$ cat src/rtl/io_avalon_bridge_pkg.sv
// Shared types for the uncached I/O to Avalon-MM bridge: word/pointer types,
// the bridge FSM state encoding and the read data returned on an aborted read.
package io_avalon_bridge_pkg;

    typedef logic [29:0] ptr;
    typedef logic [31:0] word;

    typedef enum logic [1:0] {
        IDLE   = 2'd0,
        ISSUE  = 2'd1,
        RDWAIT = 2'd2,
        DONE   = 2'd3
    } io_bridge_state_t;

    localparam word IO_ERR_RDATA       = 32'hDEADC0DE;
    localparam int  IO_TIMEOUT_DEFAULT = 1024;

    // Word pointer to Avalon byte address.
    function automatic word byte_addr(input ptr p);
        return {p, 2'b00};
    endfunction

endpackage

$ cat src/rtl/io_avalon_bridge_if.sv
// Core-side I/O port and Avalon-MM master bus, each with master/slave modports.
// Core side: io_start is a one-cycle request accepted only while the bridge is idle; io_ready is a
// one-cycle completion pulse and io_data_rd is meaningful only in that cycle. Avalon side: a
// command is held stable until a cycle with avl_waitrequest=0, read data arrives on
// avl_readdatavalid in that same cycle or any later one.
interface io_core_if;
    import io_avalon_bridge_pkg::*;

    logic io_start;
    logic io_write;
    ptr   io_addr;
    word  io_data_wr;
    logic io_ready;
    word  io_data_rd;
    logic bus_error;

    modport master (
        output io_start, io_write, io_addr, io_data_wr,
        input  io_ready, io_data_rd, bus_error
    );

    modport slave (
        input  io_start, io_write, io_addr, io_data_wr,
        output io_ready, io_data_rd, bus_error
    );
endinterface

interface avl_if;
    import io_avalon_bridge_pkg::*;

    word        avl_address;
    logic       avl_read;
    logic       avl_write;
    word        avl_writedata;
    logic [3:0] avl_byteenable;
    logic       avl_waitrequest;
    word        avl_readdata;
    logic       avl_readdatavalid;

    modport master (
        output avl_address, avl_read, avl_write, avl_writedata, avl_byteenable,
        input  avl_waitrequest, avl_readdata, avl_readdatavalid
    );

    modport slave (
        input  avl_address, avl_read, avl_write, avl_writedata, avl_byteenable,
        output avl_waitrequest, avl_readdata, avl_readdatavalid
    );
endinterface

$ cat src/rtl/io_avalon_bridge.sv
// Turns each single-word core I/O request into one Avalon-MM transfer, with a bounded
// timeout so a dead slave still returns io_ready to the core.
module io_avalon_bridge
    import io_avalon_bridge_pkg::*;
#(
    parameter int  TIMEOUT_CYCLES = IO_TIMEOUT_DEFAULT,
    parameter word ERR_RDATA      = IO_ERR_RDATA
) (
    input  logic             clk,
    input  logic             rst,
    io_core_if.slave         core,
    avl_if.master            avl,
    output io_bridge_state_t state_dbg_o
);

    localparam int TW = $clog2(TIMEOUT_CYCLES + 1);

    io_bridge_state_t state_q, state_d;
    logic [TW-1:0]    timer_q, timer_d;
    logic             rd_q, rd_d;
    logic             wr_q, wr_d;
    logic             is_write_q, is_write_d;
    ptr               addr_q, addr_d;
    word              wdata_q, wdata_d;
    word              rdata_q, rdata_d;
    logic             err_q, err_d;

    logic accept;
    logic timeout_hit;
    logic [TW-1:0] timer_inc;

    assign accept      = (rd_q | wr_q) & ~avl.avl_waitrequest;
    assign timeout_hit = (timer_q == TW'(TIMEOUT_CYCLES - 1));
    assign timer_inc   = (timer_q == {TW{1'b1}}) ? timer_q : timer_q + 1'b1;

    always_ff @(posedge clk) begin
        if (rst) begin
            state_q    <= IDLE;
            timer_q    <= '0;
            rd_q       <= 1'b0;
            wr_q       <= 1'b0;
            is_write_q <= 1'b0;
            addr_q     <= '0;
            wdata_q    <= '0;
            rdata_q    <= '0;
            err_q      <= 1'b0;
        end else begin
            state_q    <= state_d;
            timer_q    <= timer_d;
            rd_q       <= rd_d;
            wr_q       <= wr_d;
            is_write_q <= is_write_d;
            addr_q     <= addr_d;
            wdata_q    <= wdata_d;
            rdata_q    <= rdata_d;
            err_q      <= err_d;
        end
    end

    always_comb begin
        state_d    = state_q;
        timer_d    = timer_q;
        rd_d       = rd_q;
        wr_d       = wr_q;
        is_write_d = is_write_q;
        addr_d     = addr_q;
        wdata_d    = wdata_q;
        rdata_d    = rdata_q;
        err_d      = err_q;

        unique case (state_q)
            IDLE: begin
                // Stray readdatavalid here belongs to an aborted read and is dropped.
                if (core.io_start) begin
                    addr_d     = core.io_addr;
                    wdata_d    = core.io_data_wr;
                    is_write_d = core.io_write;
                    rd_d       = ~core.io_write;
                    wr_d       = core.io_write;
                    timer_d    = '0;
                    state_d    = ISSUE;
                end
            end

            ISSUE: begin
                timer_d = timer_inc;
                // Completing in the timeout cycle itself takes priority over the abort.
                if (accept && (is_write_q || avl.avl_readdatavalid)) begin
                    rd_d    = 1'b0;
                    wr_d    = 1'b0;
                    if (!is_write_q) begin
                        rdata_d = avl.avl_readdata;
                    end
                    state_d = DONE;
                end else if (timeout_hit) begin
                    rd_d    = 1'b0;
                    wr_d    = 1'b0;
                    err_d   = 1'b1;
                    if (!is_write_q) begin
                        rdata_d = ERR_RDATA;
                    end
                    state_d = DONE;
                end else if (accept) begin
                    rd_d    = 1'b0;
                    wr_d    = 1'b0;
                    state_d = RDWAIT;
                end
            end

            RDWAIT: begin
                timer_d = timer_inc;
                if (avl.avl_readdatavalid) begin
                    rdata_d = avl.avl_readdata;
                    state_d = DONE;
                end else if (timeout_hit) begin
                    err_d   = 1'b1;
                    rdata_d = ERR_RDATA;
                    state_d = DONE;
                end
            end

            DONE: begin
                state_d = IDLE;
            end

            default: begin
                state_d = IDLE;
            end
        endcase

        // A request while busy (including the DONE cycle) is dropped and flagged.
        if (core.io_start && (state_q != IDLE)) begin
            err_d = 1'b1;
        end
    end

    assign core.io_ready   = (state_q == DONE);
    assign core.io_data_rd = rdata_q;
    assign core.bus_error  = err_q;

    assign avl.avl_address    = byte_addr(addr_q);
    assign avl.avl_read       = rd_q;
    assign avl.avl_write      = wr_q;
    assign avl.avl_writedata  = wdata_q;
    assign avl.avl_byteenable = 4'b1111;

    assign state_dbg_o = state_q;

endmodule

$ cat src/flat_wrapper.sv
// flat-port wrapper written by rule: the top's interface ports become plain ports
module io_avalon_bridge_flat import io_avalon_bridge_pkg::*;
#(
    parameter int  TIMEOUT_CYCLES = IO_TIMEOUT_DEFAULT,
    parameter word ERR_RDATA      = IO_ERR_RDATA
)
  (clk, rst, state_dbg_o, core_io_start, core_io_write, core_io_addr, core_io_data_wr, core_io_ready, core_io_data_rd, core_bus_error, avl_avl_address, avl_avl_read, avl_avl_write, avl_avl_writedata, avl_avl_byteenable, avl_avl_waitrequest, avl_avl_readdata, avl_avl_readdatavalid);
  io_core_if core_i ();
  avl_if avl_i ();
  input  logic clk;
  input  logic rst;
  output io_bridge_state_t state_dbg_o;
  input wire logic [$bits(core_i.io_start)-1:0] core_io_start;
  input wire logic [$bits(core_i.io_write)-1:0] core_io_write;
  input wire logic [$bits(core_i.io_addr)-1:0] core_io_addr;
  input wire logic [$bits(core_i.io_data_wr)-1:0] core_io_data_wr;
  output wire logic [$bits(core_i.io_ready)-1:0] core_io_ready;
  output wire logic [$bits(core_i.io_data_rd)-1:0] core_io_data_rd;
  output wire logic [$bits(core_i.bus_error)-1:0] core_bus_error;
  output wire logic [$bits(avl_i.avl_address)-1:0] avl_avl_address;
  output wire logic [$bits(avl_i.avl_read)-1:0] avl_avl_read;
  output wire logic [$bits(avl_i.avl_write)-1:0] avl_avl_write;
  output wire logic [$bits(avl_i.avl_writedata)-1:0] avl_avl_writedata;
  output wire logic [$bits(avl_i.avl_byteenable)-1:0] avl_avl_byteenable;
  input wire logic [$bits(avl_i.avl_waitrequest)-1:0] avl_avl_waitrequest;
  input wire logic [$bits(avl_i.avl_readdata)-1:0] avl_avl_readdata;
  input wire logic [$bits(avl_i.avl_readdatavalid)-1:0] avl_avl_readdatavalid;
  assign core_i.io_start = core_io_start;
  assign core_i.io_write = core_io_write;
  assign core_i.io_addr = core_io_addr;
  assign core_i.io_data_wr = core_io_data_wr;
  assign core_io_ready = core_i.io_ready;
  assign core_io_data_rd = core_i.io_data_rd;
  assign core_bus_error = core_i.bus_error;
  assign avl_avl_address = avl_i.avl_address;
  assign avl_avl_read = avl_i.avl_read;
  assign avl_avl_write = avl_i.avl_write;
  assign avl_avl_writedata = avl_i.avl_writedata;
  assign avl_avl_byteenable = avl_i.avl_byteenable;
  assign avl_i.avl_waitrequest = avl_avl_waitrequest;
  assign avl_i.avl_readdata = avl_avl_readdata;
  assign avl_i.avl_readdatavalid = avl_avl_readdatavalid;
  io_avalon_bridge #(.TIMEOUT_CYCLES(TIMEOUT_CYCLES), .ERR_RDATA(ERR_RDATA)) u_core (.clk(clk), .rst(rst), .core(core_i), .avl(avl_i), .state_dbg_o(state_dbg_o));
endmodule
$ cat config.mk
export PLATFORM = sky130hd
export DESIGN_NAME = io_avalon_bridge_flat
export DESIGN_NICKNAME = d
export VERILOG_FILES = /design/src/rtl/io_avalon_bridge_pkg.sv /design/src/rtl/io_avalon_bridge_if.sv /design/src/rtl/io_avalon_bridge.sv /design/src/flat_wrapper.sv
export SDC_FILE = /design/constraint.sdc
export NUM_CORES = 1
export LEC_CHECK = 0
export ABC_AREA = 1
export CAP_MARGIN = 5
export CORE_UTILIZATION = 40
export CTS_CLUSTER_DIAMETER = 120
export DETAILED_ROUTE_END_ITERATION = 8
export PLACE_DENSITY = 0.77
export SETUP_SLACK_MARGIN = 0.1
export SLEW_MARGIN = 10
export SYNTH_ARGS = -nofsm -noshare
export SYNTH_HDL_FRONTEND = slang
export SYNTH_SLANG_ARGS = --single-unit
$ cat constraint.sdc
create_clock -name clk -period 2.2 [get_ports clk]
set_input_delay 0.44 -clock clk [delete_from_list [all_inputs] [get_ports clk]]
set_output_delay 0.44 -clock clk [all_outputs]
set_load 0.01 [all_outputs]
; ---- Word-level counts from Yosys, hierarchy flattened
; Index checks and enable logic that the tools add are counted.
[word_totals]
out_inout_bits = 106
reg_bits = 111
in_bits = 100
wordCells = 72
[classes]
addsub = 1
mux = 29
bitwise = 4
reduce_logical = 16
eq_ne = 13
[ops]
columns = cell, count
row1 = $mux 32, 6
row2 = $pmux 32 s2, 1
row3 = $mux 11, 2
row4 = $pmux 11 s2, 1
row5 = $mux 2, 6
row6 = $reduce_and 3->1, 4
row7 = $add 11x1->11 const B, 1
row8 = $eq 11x10->1 const B, 1
row9 = $eq 11x11->1 const B, 1
row10 = $mux 1, 9
row11 = $pmux 2 s4, 1
row12 = $reduce_bool 2->1, 4
row13 = $ne 2x2->1 const B, 3
row14 = $ne 3x2->1 const B, 2
row15 = $pmux 1 s2, 3
row16 = $eq 2x2->1 const B, 2
row17 = $ne 4x1->1 const B, 1
row18 = $reduce_and 4->1, 1
row19 = $ne 3x1->1 const B, 1
row20 = $ne 3x3->1 const B, 1
row21 = $reduce_bool 3->1, 1
row22 = $eq 2x1->1 const B, 1
row23 = $logic_and 1x1->1, 2
row24 = $logic_not 2->1, 1
row25 = other kinds (6), 7

; ---- Longest topological paths before layout
[depth]
ltp_word = 6
depth_mapped = 12
depth_no_buf = 12

; ---- Worst setup path before layout
; No wires, ideal clock.
[synth_timing]
path_type = flip-flop to flip-flop
start = register u_core.state_q[0] (netlist: u_core.state_dbg_o[0])
end = register u_core.timer_q[4]
required_time_ps = 2087
path_stages_with_launch = 12
slack_ps = 401
synth_period_minus_slack_ps = 1799
arrival_ps = 1686
cell_sequence = dfxtp_1 inv_1 ha_1 inv_2 nor3_1 nand2_1 nand2_1 inv_2 nand2_1 nand2_1 nand2_1 nor2_1
[synth_between]
elab_chain_len = 4
[synth_lines]
columns = item, line
row1 = "start, declared", io_avalon_bridge.sv:18  ; io_bridge_state_t state_q, state_d;
row2 = "start signal, assigned", io_avalon_bridge.sv:48  ; state_q <= state_d;
row3 = $eq 2x1->1 or $eq 2x2->1 (tied branches), io_avalon_bridge.sv:71  ; unique case (state_q)
row4 = $reduce_or 2->1 (no line), -
row5 = $ne 2x2->1 (no line) or $reduce_bool 2->1 (tied branches), -
row6 = $reduce_and 3->1 (no line), -
row7 = "end signal, assigned", io_avalon_bridge.sv:49  ; timer_q <= timer_d;
row8 = "end, declared", io_avalon_bridge.sv:19  ; logic [TW-1:0] timer_q, timer_d;
; Several ways; a longest one is shown, not always the timed one.
; A chain may end at the register's enable or synchronous reset.

; ---- Worst setup path after layout
[layout_timing]
start = register u_core.timer_q[0]
end = register u_core.rdata_q[30] (netlist: u_core.core.io_data_rd[30])
[layout_between]
elab_chain_len = 3
[layout_lines]
columns = item, line
row1 = $eq 11x10->1 (*), io_avalon_bridge.sv:33  ; assign timeout_hit = (timer_q == TW'(TIMEOUT_CYCLES - 1));
row2 = $ne 3x1->1 (no line) or $ne 3x2->1 (tied branches), -
row3 = $reduce_and 4->1 (no line) (*), -
row4 = "end signal, assigned", io_avalon_bridge.sv:55  ; rdata_q <= rdata_d;
row5 = "end, declared", io_avalon_bridge.sv:25  ; word rdata_q, rdata_d;
; Every way passes the cells marked *; elsewhere a longest branch is shown, timed or not.

==> summary.txt <==
Logic synthesis
  • Yosys top cell by area: dfxtp_1
  • Adder-cell share of the synthesized area: 1.36%
  • Cell area after synthesis: 4590 um2
  • Yosys top cell area share: approximately half
  • Mapped Avg Cell Area: approximately 7.1 um2
  • Synth Register Bits: between 100 and 150
  • Area contributors post-synth: dfxtp_1 48%, nor2_1 18%, o21ai_0 7.5%
  • Mapped Cells: between 600 and 700
  • Count of unique library cells instantiated by Yosys: 26
  • Main combinational cell family by area after synthesis: simple AND/OR/NAND/NOR gates
  • Sequential area share after synthesis: roughly half
  • Compound-Gate Fraction of Synth Area: 10.1%
  • Mux share of post-synthesis cell area: 0%
  • Post-Synth Simple-Gate Area: 32.8%
  • Xor/xnor share of the synthesized area: 0%
  • YS warnings: 0

Final layout
  • Ant diodes: 0
  • Multi-input gate area: 2060 um2
  • Most frequent cells in the layout: 215 x nor2_1, 199 x clkdlybuf4s50_1, 111 x dfxtp_1
  • Fin nets: approximately 930
  • Final std cells w/o fill: 973
  • Util after Layout: between 60% and 70%
  • Fill cell total of the finished layout: a little under 1000
  • Most common cell after layout, fill and taps aside: nor2_1
  • Share of cells above drive strength 1: 5.88%
  • Cell area after layout: about 7000 um2
  • Area added between synthesis and finish: 52.1%
  • Storage cell area: 2220 um2

Floorplanning
  • IO Pins: between 200 and 250
  • Placeable Area: 11000 um2
  • Row Count: 38
  • Die Width: 109 um
  • Die Area: roughly 12000 um2
  • Starting density of the core: between 40% and 50%
  • Die Y: 109 um

Run
  • Max_cap viols: 0

STA
  • Final hold vios: 0
  • Sum Neg Setup Slack: 0 ns
  • Fin crit share: around nine tenths
  • Final max-slew violation count: 0
  • F_max: a little over 500 MHz
  • RSZ-0062 raised after global routing: false
  • Setup violators final: 0
  • Setup ws final: 0.247 ns
  • Hold WS: 0.467 ns
  • Final min period: just under 2 ns
  • Clock Skew: about 0.0045 ns

Placement
  • Hpwl dp: 8910 um
  • Gpl congestion: 0.880
  • PortBufs: 199
  • Placed cell count: 957
  • Cell Area, Placed: ~6700 um2
  • Pre-CTS setup slack: 0.222 ns

Status
  • Status: complete, no violations

Clock network
  • Worst-Skew Late Latency: 0.33 ns
  • Hold_buf cts: 0
  • Post-CTS setup repair buffer count: 0
  • Root Buffer Master: clkbuf_16
  • # H-tree levels: 3
  • CTS clk-pin slew, worst paths: 0.07 ns
  • Post-cts resize count: 0
  • Number of buffers created by CTS: 9
  • CTS tree: done
  • Max Buffers Root-to-Sink: 2
  • CTS sink cnt: 111

Global route
  • First-pass GRT wire length: about 20000 um
  • Vias in the first global route: between 4000 and 5000
  • Largest net degree at the start of global routing: 61
  • Initial antenna violation count: 0
  • Total Routing Usage GR: 20.9%
  • Grt ovf: 0

Setup path
  • CP max FO: 32
  • WP data required: 2.44 ns
  • CP Class: reg2reg
  • Startpoint types: flip-flop
  • Worst EP arrival: 2.19 ns
  • Setup crit end kind: flip-flop

Power and ir drop
  • Power Density: 1270 nW/um2
  • Leak Pwr: between 2 and 3 nW
  • Peak VDD IR: 0.000771 V
  • Total power: 8.88 mW

Detailed routing
  • Vias: 4661
  • TritonRoute pass-1 iters: 4
  • Number of nets with antenna violations after routing: 0
  • Wire length per cell: 12.7 um
  • Final wirelength: 12400 um
  • DRC: 0
  • Vias/cell: 4.79
  • Iter 0 DRT Violations: 292

Hold path
  • Worst min path class: reg2reg
## area by class of cell
| type | count | share of cell area, % |
|---|---|---|
| Inverter | 27 | 1.45 |
| Timing Repair Buffer | 211 | 30.3 |
| Sequential cell | 111 | 31.8 |
| Multi-Input combinational cell | 468 | 29.5 |
| Tap cell | 140 | 2.51 |
| Clock inverter | 2 | 0.555 |
| Clock buffer | 14 | 3.78 |
## synth_stat cells (all sizes together)
cell    instances
nor2          228
nand3b          1
o21ai          69
buf            19
nor3            3
nand2          87
o221ai          1
clkbuf         24
a21o            1
dfxtp         111
conb            2
ha              5
and2            1
inv            27
nand3          43
nand4           5
a21oi          17
o21bai          1
## path summary, 6_finish.rpt
| path | endpoint | startpoint | cells past startpoint | slack, ns |
|---|---|---|---|---|
| setup / recovery | u_core.core.io_data_rd[30] | u_core.timer_q[0] | 9 | 0.25 |
| hold / removal | u_core.core.io_data_rd[2] | u_core.core.io_data_rd[2] | 2 | 0.47 |
| setup reg to reg | u_core.core.io_data_rd[30] | u_core.timer_q[0] | 9 | 0.25 |
| hold reg to reg | u_core.core.io_data_rd[2] | u_core.core.io_data_rd[2] | 2 | 0.47 |
## state kept, by name, indices dropped and copies added (netlist names)
name,flops
u_core.avl.avl_read,1
u_core.state_dbg_o,2
u_core.avl.avl_writedata,32
u_core.core.io_data_rd,32
u_core.is_write_q,1
u_core.addr_q,30
u_core.avl.avl_write,1
u_core.timer_q,11
u_core.core.bus_error,1
## where the power goes
group | total [mW] | internal, mW | switching (mW)
clock network | 1.64 | 0.950 | 0.690
registers | 2.96 | 2.62 | 0.334
logic | 4.29 | 1.97 | 2.32
total | 8.88 | 5.54 | 3.34
## per-layer routing
metal / share of wire [%] / wire [um] / global-route usage, %
met1: 42 / 5160 / 24.0
met4: 0.81 / 101 / 7.82
met2: 46 / 5650 / 35.1
met5: 0 / 0 / 0
met3: 12 / 1490 / 7.83
## worst max-delay path, stage by stage (launching register included)
cell     delay [ns]
dfxtp_1        0.44
ha_2           0.27
inv_2          0.05
nor2_2         0.19
nand3_4        0.14
a21oi_4        0.15
buf_4          0.33
nand3_1        0.13
nand2_1        0.10
nor2_2         0.04
## cells by family after synthesis
kind of cell	Yosys count
other	2
buffers and inverters	70
adder cells (fa/ha/maj)	5
AO/OA/AOI/OAI	89
AND/OR/NAND/NOR	368
flip-flops	111
No activity file was read; power rests on OpenSTA's default activity.
